**src/rtl/vend_control.sv**
```systemverilog
// -----------------------------------------------------------------------------
// vend_control
//   Vending-machine control FSM. Takes single-cycle key pulses from the
//   debounce stage, tracks the amount paid, and drives the 7-segment digit
//   data, status LEDs and the beeper trigger. Money is counted in dimes
//   (0.1 yuan).
//
// Ports
//   clk        system clock
//   rst        asynchronous, active-high reset
//   key[2:0]   one-cycle press pulses: [0] insert 0.5, [1] insert 1.0,
//              [2] cancel
//   dout       six BCD digits, [23:20] = leftmost digit5 .. [3:0] = digit0
//   dout_mask  bit i enables digit i
//   led        one-hot state: 0001 IDLE, 0010 COLLECT, 0100 VEND, 1000 REFUND
//   beep_en    one-cycle beep request on entry to VEND or REFUND
// -----------------------------------------------------------------------------
module vend_control #(
  parameter int PRICE     = 25,           // item price, 1..989 dimes
  parameter int COIN_LO   = 5,            // value of key[0]
  parameter int COIN_HI   = 10,           // value of key[1]
  parameter int DISP_TIME = 100_000_000   // cycles the result stays shown
) (
  input  logic        clk,
  input  logic        rst,
  input  logic [2:0]  key,
  output logic [23:0] dout,
  output logic [5:0]  dout_mask,
  output logic [3:0]  led,
  output logic        beep_en
);

  localparam int TW = $clog2(DISP_TIME + 1);

  localparam logic [9:0]    PRICE_W    = 10'(PRICE);
  localparam logic [9:0]    COIN_LO_W  = 10'(COIN_LO);
  localparam logic [9:0]    COIN_HI_W  = 10'(COIN_HI);
  localparam logic [TW-1:0] TIMER_LAST = TW'(DISP_TIME - 1);
  localparam logic [TW-1:0] TIMER_ONE  = TW'(1);

  typedef enum logic [1:0] {
    S_IDLE,
    S_COLLECT,
    S_VEND,
    S_REFUND
  } state_t;

  // Double-dabble: 10-bit binary (0..999) to three BCD digits.
  function automatic logic [11:0] bin2bcd(input logic [9:0] bin);
    logic [21:0] sh;
    sh = {12'd0, bin};
    for (int i = 0; i < 10; i++) begin
      if (sh[13:10] >= 4'd5) sh[13:10] = sh[13:10] + 4'd3;
      if (sh[17:14] >= 4'd5) sh[17:14] = sh[17:14] + 4'd3;
      if (sh[21:18] >= 4'd5) sh[21:18] = sh[21:18] + 4'd3;
      sh = sh << 1;
    end
    return sh[21:10];
  endfunction

  localparam logic [11:0] PRICE_BCD = bin2bcd(PRICE_W);

  // ---------------------------------------------------------------------------
  // State registers
  // ---------------------------------------------------------------------------
  state_t        r_state;
  logic [9:0]    r_paid;
  logic [9:0]    r_change;
  logic [TW-1:0] r_timer;
  logic          r_beep_pend;   // high in the first cycle of VEND/REFUND

  // ---------------------------------------------------------------------------
  // Key arbitration and datapath
  // ---------------------------------------------------------------------------
  logic       w_cancel;
  logic       w_coin;
  logic [9:0] w_coin_val;
  logic [9:0] w_sum;
  logic       w_pay_done;
  logic       w_timer_done;
  logic [11:0] w_paid_bcd;
  logic [11:0] w_change_bcd;

  // NOTE: every signal gets a value before any conditional assignment, so no
  // path through this block leaves a variable unassigned and no latch appears.
  always_comb begin
    w_cancel   = key[2];
    w_coin     = 1'b0;
    w_coin_val = '0;
    // Cancel beats the 1.0 coin, which beats the 0.5 coin; losers are dropped.
    if (!key[2] && key[1]) begin
      w_coin     = 1'b1;
      w_coin_val = COIN_HI_W;
    end else if (!key[2] && key[0]) begin
      w_coin     = 1'b1;
      w_coin_val = COIN_LO_W;
    end
    w_sum        = r_paid + w_coin_val;
    w_pay_done   = (w_sum >= PRICE_W);
    w_timer_done = (r_timer == TIMER_LAST);
    w_paid_bcd   = bin2bcd(r_paid);
    w_change_bcd = bin2bcd(r_change);
  end

  // ---------------------------------------------------------------------------
  // FSM with registered outputs. The output registers decode the current
  // (pre-update) state, so the display follows the state register by one
  // clock and the beep lines up with the first cycle the result is shown.
  // ---------------------------------------------------------------------------
  // NOTE: sequential state uses non-blocking assignments so every register in
  // this block samples the values from before the clock edge.
  always_ff @(posedge clk or posedge rst) begin
    if (rst) begin
      r_state     <= S_IDLE;
      r_paid      <= '0;
      r_change    <= '0;
      r_timer     <= '0;
      r_beep_pend <= 1'b0;
      dout        <= {PRICE_BCD, 12'd0};
      dout_mask   <= 6'b111000;
      led         <= 4'b0001;
      beep_en     <= 1'b0;
    end else begin
      r_beep_pend <= 1'b0;

      case (r_state)
        S_IDLE, S_COLLECT: begin
          if (w_cancel) begin
            // Cancel only means something once money has gone in.
            if (r_state == S_COLLECT) begin
              r_change    <= r_paid;
              r_state     <= S_REFUND;
              r_beep_pend <= 1'b1;
            end
          end else if (w_coin) begin
            r_paid <= w_sum;
            if (w_pay_done) begin
              r_change    <= w_sum - PRICE_W;
              r_state     <= S_VEND;
              r_beep_pend <= 1'b1;
            end else begin
              r_state <= S_COLLECT;
            end
          end
        end

        S_VEND, S_REFUND: begin
          // Keys are ignored here, including in the expiry cycle.
          if (w_timer_done) begin
            r_paid   <= '0;
            r_change <= '0;
            r_timer  <= '0;
            r_state  <= S_IDLE;
          end else begin
            r_timer <= r_timer + TIMER_ONE;
          end
        end

        default: r_state <= S_IDLE;
      endcase

      // Output stage
      beep_en <= r_beep_pend;
      case (r_state)
        S_COLLECT: begin
          dout      <= {w_paid_bcd, 12'd0};
          dout_mask <= 6'b111000;
          led       <= 4'b0010;
        end
        S_VEND: begin
          dout      <= {w_paid_bcd, w_change_bcd};
          dout_mask <= 6'b111111;
          led       <= 4'b0100;
        end
        S_REFUND: begin
          dout      <= {w_paid_bcd, w_change_bcd};
          dout_mask <= 6'b111111;
          led       <= 4'b1000;
        end
        default: begin
          dout      <= {PRICE_BCD, 12'd0};
          dout_mask <= 6'b111000;
          led       <= 4'b0001;
        end
      endcase
    end
  end

endmodule

```
**config.mk**
```make
export PLATFORM = sky130hd
export DESIGN_NAME = vend_control
export DESIGN_NICKNAME = d
export VERILOG_FILES = /design/src/rtl/vend_control.sv
export SDC_FILE = /design/constraint.sdc
export NUM_CORES = 1
export LEC_CHECK = 0
export CORE_MARGIN = 3
export CORE_UTILIZATION = 35
export CTS_BUF_LIST = sky130_fd_sc_hd__clkbuf_4
export CTS_CLUSTER_DIAMETER = 120
export DETAILED_ROUTE_END_ITERATION = 8
export PLACE_DENSITY = 0.59
export SKIP_LAST_GASP = 1
export SLEW_MARGIN = 10
export SYNTH_ARGS = -nofsm -noshare
export SYNTH_HDL_FRONTEND = slang
export SYNTH_SLANG_ARGS = --single-unit
```
**constraint.sdc**
```tcl
create_clock -name clk -period 12.5 [get_ports clk]
set_clock_uncertainty 0.15 [all_clocks]
set_input_delay 2.5 -clock clk [delete_from_list [all_inputs] [get_ports clk]]
set_output_delay 2.5 -clock clk [all_outputs]
set_load 0.03 [all_outputs]
```
==> results.json <==
{
  "die_x_um": 143.1,
  "synth_edf_count": 0,
  "syn-cell-area_um2": 6578,
  "max_freq_mhz": 131.9,
  "post_cts_buffers": 0,
  "required_ns": 12.72,
  "first_global_vias": 4869,
  "grt_max_degree": 78,
  "clkSlewWorstSetupHoldPaths_ns": 0.15,
  "layout_min_cycle_time_ns": 7.583,
  "async_flop_share_pct": 100.0,
  "h-tree-depth": 3,
  "synth_cell_type_count": 83,
  "postCtsResizedCells": 0,
  "cp-start-kind": "flop",
  "fill_cells": 1845,
  "place_congestion": 0.8923,
  "dpl_cell_area_um2": 7101,
  "via_count": 5341,
  "fin_area_um2": 7246,
  "critPathMostFrequentCell": "ha_1",
  "cts_sinks": 80,
  "hold_class": "reg2reg",
  "max_stage_delay_ns": 0.49,
  "synth-adder-area-share_pct": 9.815,
  "die_area_um2": 20470,
  "tightest_slew_ns": 0.9970,
  "holdWs_ns": 0.2190,
  "initial_utilization_pct": 36.12,
  "clock_latency_ns": 0.47,
  "avgSynthCellArea_um2": 8.498,
  "critPathKind": "reg2reg",
  "synth_cells": 774,
  "root_buffer": "clkbuf_4",
  "rows": 49,
  "synthTopCellsByArea": "dfrtp_1, ha_1, xnor2_1",
  "wl_mm": 13.19,
  "ff2ff_path_depth": 37,
  "layout.nets": 850,
  "ys.flop_type": "dfrtp_1",
  "synthXorXnorAreaFrac_pct": 7.438,
  "setup_violations": 0,
  "area_growth_pct": 10.16,
  "synth_top_family_by_area": "simple AND/OR/NAND/NOR gates",
  "cts_buffers": 9,
  "drtAntennaViolNets": 0,
  "outcome": "finished clean",
  "cp_max_fo": 7,
  "ys_warn_count": 0,
  "cts-hold-fix-buffers": 0,
  "seq_area_um2": 2007,
  "routedWlPerCell_um": 12.82,
  "cap_viol_max_count": 0,
  "synth.ff_latch_count": 80,
  "synth_area_leader_cell": "dfrtp_1",
  "cts.path.max_buffers": 2,
  "grt_pass1_wl_mm": 22.93,
  "fin_crit_sh_pct": 60.67,
  "drt_first_iter_violations": 283,
  "synthSimpleGateAreaFrac_pct": 21.72,
  "hold_depth": 0,
  "antenna_found_initial": 1,
  "drive_gt1_share_pct": 9.136,
  "slew_viol_final": 0,
  "drc": 0,
  "rsz0062_at_grt": "false",
  "p_leak_nw": 3.187,
  "critPathSlowestCell": "dfrtp_1",
  "end_kind": "flop",
  "grt_usage_pct": 13.41,
  "multi_input_area_um2": 4228,
  "io_buffers": 36,
  "synth_top_area_share_pct": 28.91,
  "worstPathArrival_ns": 7.80,
  "grt_overflow": 0,
  "io_pins": 40,
  "hold_violations": 0,
  "vdd_drop_max_v": 0.00003414,
  "power_density_nw_per_um2": 65.74,
  "hpwl_mm": 9.827,
  "die_height_um": 143.1,
  "cts_tree": "yes",
  "ys_seq_area_share_pct": 30.51,
  "synth-compound-area-share_pct": 20.16,
  "synth_mux_area_share_pct": 4.965,
  "tns_ns": 0,
  "vias_per_cell": 5.190,
  "first_pass_iters": 4,
  "core_area_um2": 18210,
  "relSlewSlack_pct": 33.29
}
[power by group]
| part | switching [mW] | internal (mW) | total [mW] |
|---|---|---|---|
| Sequential | 0.00231 | 0.262 | 0.264 |
| Clock | 0.0984 | 0.0642 | 0.163 |
| Combinational | 0.0306 | 0.0189 | 0.0495 |
[Yosys cell counts (all sizes together) (6+ instances only)]
cell type / count
nor2: 85
mux2: 10
nand2: 69
xnor2: 41
mux2i: 21
a211oi: 9
a21oi: 43
clkbuf: 23
nand3: 26
nor4: 6
o21ai: 46
nor3: 26
nand4: 15
ha: 50
xor2: 14
and2: 8
buf: 9
nor2b: 12
or3: 12
a21o: 14
nand2b: 12
inv: 51
dfrtp: 76
[worst paths after layout]
kind / start / slack, ns / to
hold reg to reg: r_beep_pend$_DFF_PP0_ / 0.22 / beep_en$_DFF_PP0_
setup reg to reg: r_change[7]$_DFFE_PP0P_ / 4.92 / dout[6]$_DFF_PP0_
hold / removal: r_beep_pend$_DFF_PP0_ / 0.22 / beep_en$_DFF_PP0_
min in group asynchronous: rst / 2.06 / r_timer[24]$_DFFE_PP0N_
max in group asynchronous: rst / 8.99 / dout[16]$_DFF_PP0_
setup / recovery: r_change[7]$_DFFE_PP0P_ / 4.92 / dout[6]$_DFF_PP0_
[placed cells by master (no fill, tap or decap), drive strengths merged, types with 6 or more instances in the layout]
master	n
nor2	85
dfrtp	76
nand2	69
inv	52
ha	50
o21ai	46
a21oi	43
xnor2	41
clkdlybuf4s50	36
nand3	26
nor3	26
mux2i	21
nand4	15
a21o	14
xor2	14
or3	12
nor2b	12
nand2b	12
clkbuf	10
mux2	10
a211oi	9
and2	8
nor4	6
[stage by stage]
step | instances | utilization (%) | setup slack [ns] | total power [mW]
3_5_place_dp | 1012 | 39.00 | 4.939 | 0.3195
5_1_grt | 1029 | 39.79 | 4.172 | 0.5028
6_report | 1029 | 39.79 | 4.917 | 0.4763
4_1_cts | 1028 | 39.78 | 4.874 | 0.4866
3_3_place_gp | 1012 | 39.00 | 4.995 | 0.3195
2_1_floorplan | 776 | - | 5.630 | 0.3076
[cells by family after synthesis]
kind of cell	after synthesis
XOR/XNOR	55
AND/OR/NAND/NOR	290
flip-flops	80
adder cells (fa/ha/maj)	51
other	1
buffers and inverters	84
multiplexers	31
AO/OA/AOI/OAI	182
[registers in the layout, indices dropped and copies added, names as in the netlist]
name and flops:
beep_en 1, dout 24, dout_mask 1, led 4, r_beep_pend 1, r_change 10, r_paid 10, r_state 2
r_timer 27
[critical path, delay by kind of cell, from the launching register on]
kind                       cells  cell delay [ns]
and+or+nand+nor               13             1.87
adders and majority gates      8             1.75
AOI/OAI and AO/OA              6             1.39
xor gates and xnor gates       5             1.17
DFF                            1             0.49
buffers and inverters          4             0.35
muxes                          1             0.30
[metal layers]
metal	wire length, um	global-route usage (%)
met1	6460	18.05
met2	6105	21.81
met3	433	2.914
met4	192	3.752
met5	0	0
[layout make-up]
class | instances | area share (%)
Timing Repair Buffer | 39 | 5.284
Inverter | 52 | 2.711
Sequential cell | 80 | 27.70
Clock buffer | 10 | 1.036
Multi-Input combinational cell | 612 | 58.35
Antenna cell | 1 | 0.03454
Tap cell | 229 | 3.954
Clock inverter | 6 | 0.9325
No activity file was read; power rests on OpenSTA's default activity.
